$ cat config.mk
export PLATFORM = sky130hd
export DESIGN_NAME = nes_sync_fifo
export DESIGN_NICKNAME = d
export VERILOG_FILES = /design/src/rtl/nes_fifo_pkg.sv /design/src/rtl/nes_fifo_ram.sv /design/src/rtl/nes_sync_fifo.sv
export SDC_FILE = /design/constraint.sdc
export NUM_CORES = 1
export LEC_CHECK = 0
export BUFFER_PORTS_ARGS = -buffer_cell sky130_fd_sc_hd__buf_2
export CORE_ASPECT_RATIO = 2
export CORE_MARGIN = 2
export CORE_UTILIZATION = 49
export CTS_CLUSTER_DIAMETER = 40
export DETAILED_ROUTE_END_ITERATION = 10
export GPL_TIMING_DRIVEN = 0
export PLACE_DENSITY = 0.67
export SLEW_MARGIN = 25
export SYNTH_ARGS = -nofsm -noshare
export SYNTH_HDL_FRONTEND = slang
export SYNTH_HIERARCHICAL = 1
export SYNTH_SLANG_ARGS = --single-unit
$ cat constraint.sdc
create_clock -name clk -period 4.1 [get_ports clk]
set_clock_uncertainty 0.1 [all_clocks]
set_input_delay 0.205 -clock clk [delete_from_list [all_inputs] [get_ports clk]]
set_output_delay 0.205 -clock clk [all_outputs]
set_load 0.02 [all_outputs]
$ cat src/rtl/nes_fifo_pkg.sv
// nes_fifo_pkg: shared constants, count width helper and status bundle
// for the NES core synchronous FIFO.
package nes_fifo_pkg;

  localparam int FIFO_MODE_STD  = 0;
  localparam int FIFO_MODE_FWFT = 1;

  typedef struct packed {
    logic empty;
    logic full;
    logic almost_full;
    logic almost_empty;
    logic overflow;
    logic underflow;
  } fifo_status_t;

  // Bits needed to hold 0..2**depth_log2 inclusive.
  function automatic int fifo_cnt_w(input int depth_log2);
    return $clog2((1 << depth_log2) + 1);
  endfunction

endpackage

$ cat src/rtl/nes_fifo_ram.sv
// nes_fifo_ram: simple dual-port storage, synchronous write and
// asynchronous read, left unreset so it maps onto RAM primitives.
module nes_fifo_ram #(
  parameter int W          = 8,
  parameter int DEPTH_LOG2 = 4
) (
  input  logic                  clk,
  input  logic                  we,
  input  logic [DEPTH_LOG2-1:0] waddr,
  input  logic [W-1:0]          wdata,
  input  logic [DEPTH_LOG2-1:0] raddr,
  output logic [W-1:0]          rdata
);

  logic [W-1:0] mem [2**DEPTH_LOG2];

  always_ff @(posedge clk) begin
    if (we) mem[waddr] <= wdata;
  end

  assign rdata = mem[raddr];

endmodule

$ cat src/rtl/nes_sync_fifo.sv
// nes_sync_fifo: single-clock FIFO with standard/FWFT read modes.
// Define NES_FIFO_WATERMARK_EN to enable the max_count peak register.
module nes_sync_fifo
  import nes_fifo_pkg::*;
#(
  parameter int W          = 8,
  parameter int DEPTH_LOG2 = 4,
  parameter int FWFT       = FIFO_MODE_STD,
  parameter int AF_THRESH  = (2**DEPTH_LOG2) - 2,
  parameter int AE_THRESH  = 2
) (
  input  logic                clk,
  input  logic                reset,
  input  logic                flush,
  input  logic                wr_en,
  input  logic [W-1:0]        wr_data,
  input  logic                rd_en,
  output logic [W-1:0]        rd_data,
  output logic                rd_valid,
  output logic                empty,
  output logic                full,
  output logic                almost_full,
  output logic                almost_empty,
  output logic [DEPTH_LOG2:0] count,
  output logic                overflow,
  output logic                underflow,
  output logic [DEPTH_LOG2:0] max_count
);

  localparam int CW = fifo_cnt_w(DEPTH_LOG2);
  localparam int AW = DEPTH_LOG2;
  localparam logic [CW-1:0] AF_T = CW'(AF_THRESH);
  localparam logic [CW-1:0] AE_T = CW'(AE_THRESH);

  logic [CW-1:0] w_ptr, r_ptr, cnt, cnt_nxt;
  logic [W-1:0]  ram_rd, rd_q;
  logic          rd_valid_q, ovf_q, udf_q;
  logic          rd_acc, wr_acc;
  fifo_status_t  st;

  assign cnt = w_ptr - r_ptr;

  always_comb begin
    st              = '0;
    st.empty        = (w_ptr == r_ptr);
    st.full         = (w_ptr[AW-1:0] == r_ptr[AW-1:0])
                   && (w_ptr[AW] != r_ptr[AW]);
    st.almost_full  = (cnt >= AF_T);
    st.almost_empty = (cnt <= AE_T);
    st.overflow     = ovf_q;
    st.underflow    = udf_q;
  end

  // A pop frees a slot in the same edge, so a full FIFO still takes the write.
  assign rd_acc  = rd_en && !st.empty && !flush;
  assign wr_acc  = wr_en && (!st.full || rd_acc) && !flush;
  assign cnt_nxt = flush ? '0 : cnt + CW'(wr_acc) - CW'(rd_acc);

  nes_fifo_ram #(
    .W          (W),
    .DEPTH_LOG2 (DEPTH_LOG2)
  ) u_ram (
    .clk   (clk),
    .we    (wr_acc),
    .waddr (w_ptr[AW-1:0]),
    .wdata (wr_data),
    .raddr (r_ptr[AW-1:0]),
    .rdata (ram_rd)
  );

  always_ff @(posedge clk or posedge reset) begin
    if (reset) begin
      w_ptr      <= '0;
      r_ptr      <= '0;
      rd_q       <= '0;
      rd_valid_q <= 1'b0;
      ovf_q      <= 1'b0;
      udf_q      <= 1'b0;
    end else if (flush) begin
      w_ptr      <= '0;
      r_ptr      <= '0;
      rd_valid_q <= 1'b0;
      ovf_q      <= 1'b0;
      udf_q      <= 1'b0;
    end else begin
      if (wr_acc) w_ptr <= w_ptr + 1'b1;
      if (rd_acc) begin
        r_ptr <= r_ptr + 1'b1;
        rd_q  <= ram_rd;
      end
      rd_valid_q <= rd_acc;
      if (wr_en && st.full && !rd_acc) ovf_q <= 1'b1;
      if (rd_en && st.empty) udf_q <= 1'b1;
    end
  end

  generate
    if (FWFT == FIFO_MODE_FWFT) begin : g_fwft
      assign rd_data  = ram_rd;
      assign rd_valid = !st.empty;
    end else begin : g_std
      assign rd_data  = rd_q;
      assign rd_valid = rd_valid_q;
    end
  endgenerate

`ifdef NES_FIFO_WATERMARK_EN
  logic [CW-1:0] max_q;

  always_ff @(posedge clk or posedge reset) begin
    if (reset) max_q <= '0;
    else if (cnt_nxt > max_q) max_q <= cnt_nxt;
  end

  assign max_count = max_q;
`else
  assign max_count = '0;
`endif

  assign empty        = st.empty;
  assign full         = st.full;
  assign almost_full  = st.almost_full;
  assign almost_empty = st.almost_empty;
  assign overflow     = st.overflow;
  assign underflow    = st.underflow;
  assign count        = cnt;

endmodule

==> out/qor.txt <==
Clock Latency Late Sink: 0.41 ns
Warnings, synthesis: 6
Fmax: 291 MHz
HPWL after DPL: 9.03 mm
Register area share after synthesis: 0.706
Area leader, netlist: edfxtp_1
Layout cells sized above 1: 0.288
Row cnt: 58
Initial core utilization: 0.496
Final worst-path cycle share: 0.839
Core Region: 12500 um^2
Initial DRC Count: 247
Die Wd: 83.5 um
Relative slew margins: 0.430
CTS Sinks: 149
Netlist Area Pre-Place: 6190 um^2
Worst Tran Pin Value: 0.852 ns
Share of the synthesized area in the top cell type: 0.621
N_diodes: 0
Chip height: 163 um
Most common cell in the netlist: edfxtp_1
Unrepaired setup endpoints after global routing: false
CP Capture Type: flip-flop
Initial antenna violation count: 0
P per Cell Area: 537 nW/um^2
Drt drc: 0
Gr ovfl total: 0
GP Congestion: 0.735
Final Util: 0.570
Final total power: 0.00382 W
Reg2Reg Depth: 7
Final hold violation count: 0
Vias in the first global route: 3295
Reg2reg start: w_ptr[0]$_DFFE_PP0P_
Top_reg_cell synth: edfxtp_1
Worst setup endpoint: u_ram/mem[1][7]$_DFFE_PP_
Clock Pin Slew Worst Setup and Hold Paths: 0.06 ns
Leak: 2.52 nW
Total CTS buffers: 17
Area after DPL: 6570 um^2
CTS tree: yes
# IOs: 38
Setup TNS: 0 ns
Outcome: finished, final reports clean
Post-synth ARST share: 0.141
Final setup vio count: 0
Total vias in the final route: 3157
VDD IR max: 0.380 mV
Startpoint types: flip-flop
Die ar.: 13600 um^2
Gates resized, CTS repair: 0
Number of routed nets with antenna violations: 0
Hold crit path type: primary input to flip-flop
GRT Util Overall: 0.197
H-tree depth: 4
Most common library cells after synthesis: edfxtp_1, nor2_1, dfrtp_1, mux4_2, a22oi_1
Worst hold stages: 3
Fin cells: 546
EDFF count, synth: 128
Post-Syn Instances: 326
CTS max path bufs: 2
Critical path type: flip-flop to flip-flop
Largest net degree at the start of global routing: 22
Max-Cap Viols: 0
Routed vias/inst: 5.78
Flops & latches, synth: 149
Wirelength per Cell: 23.1 um
Crit path required time: 4.03 ns
Post-CTS Hold Buffers: 2
Period minus WS final: 3.44 ns
Detailed Routing Iterations Pass 1: 6
Syn_area_per_cell: 19.0 um^2
Root Driver: clkbuf_16
Synth unique cells: 45
First-pass GRT wire length: 19.3 mm
Crit Path Max Fanout: 10
Max Transition Viols Final: 0
Area Overhead vs Synth: 14.9%
Crit path launch: w_ptr[0]$_DFFE_PP0P_
Dominant cells by area after synthesis: edfxtp_1, dfrtp_1, mux4_2, mux4_1, a22oi_1
Post-route cell area: 7110 um^2
Nets: 403
Post-CTS Setup Inserts: 0
R2R setup slack: 0.66 ns
Final WL: 12.6 mm
Critical path arrival: 3.37 ns
IO Port Bufs: 32
Worst R2R End: u_ram/mem[1][7]$_DFFE_PP_
Placed insts: 512
## final cells by class
class,instances,area [um^2]
Buffer,17,139
Timing Repair Buffer,34,180
Clock buffer,19,433
Fill cell,956,5370
Sequential cell,149,4370
Clock inverter,13,86.3
Inverter,8,30.0
Tap cell,150,188
Multi-Input combinational cell,156,1680
## worst min-delay path by stage
stage	from	endpoint	slack (ns)
final	wr_en	overflow$_DFFE_PP0P_	0.03
after global routing	wr_en	overflow$_DFFE_PP0P_	0.05
after CTS	wr_en	overflow$_DFFE_PP0P_	0.02
after detailed placement	reset	rd_data[4]$_DFFE_PP0P_	0.29
after global placement	reset	rd_data[4]$_DFFE_PP0P_	0.28
after floorplan	reset	overflow$_DFFE_PP0P_	0.08
## logic make-up after synthesis
family,after synthesis,share of synthesized area
fa+ha+maj,7,0.0154
flops,149,0.706
buf+inv,25,0.0273
compound gates,34,0.0415
mux,42,0.148
xor+xnor,11,0.0168
other cells,1,0.000606
simple gates,57,0.0447
## worst max-delay path: stages, from the launching register on
cell	delay, ns
dfrtp_1	0.59
inv_1	0.15
ha_1	0.34
nand4_2	0.24
o31ai_4	0.12
nor2_1	0.31
or3b_2	0.53
nor2_1	0.67
## per-layer routing
layer  part of all wire  track usage  wire (um)
met1               0.35        0.213       4450
met2               0.56        0.358       7120
met3              0.035       0.0385        444
met4              0.047        0.112        592
met5                  0            0          0
## report_power, final
part / internal (W) / switching, W / total, W
Sequential: 0.00171 / 0.0000460 / 0.00175
Clock: 0.000767 / 0.000583 / 0.00135
Combinational: 0.000323 / 0.000392 / 0.000715
## flip-flops by register name (all words and copies together), names as in the netlist
name	cells
rd_data	8
underflow	1
overflow	1
u_ram/mem	128
r_ptr	5
w_ptr	5
rd_valid	1
## through the flow
stage          hold slack [ns]  setup slack [ns]
5_1_grt                 0.0451             0.496
6_report                0.0266             0.658
3_5_place_dp             0.291             0.710
3_3_place_gp             0.280             0.401
4_1_cts                 0.0165             0.690
2_1_floorplan           0.0815              1.18
## layout by cell type (no fill, tap or decap), drive strengths merged, types with 6 or more instances in the layout
cell / netlist / final
xor2: 7 / 7
clkinv: 0 / 7
dfrtp: 21 / 21
ha: 6 / 6
buf: 13 / 45
mux4: 32 / 32
mux2: 8 / 8
nor2: 26 / 26
nand2: 10 / 10
inv: 8 / 9
a22oi: 16 / 16
clkbuf: 1 / 20
edfxtp: 128 / 128
Power figures use the tool's default switching activity.
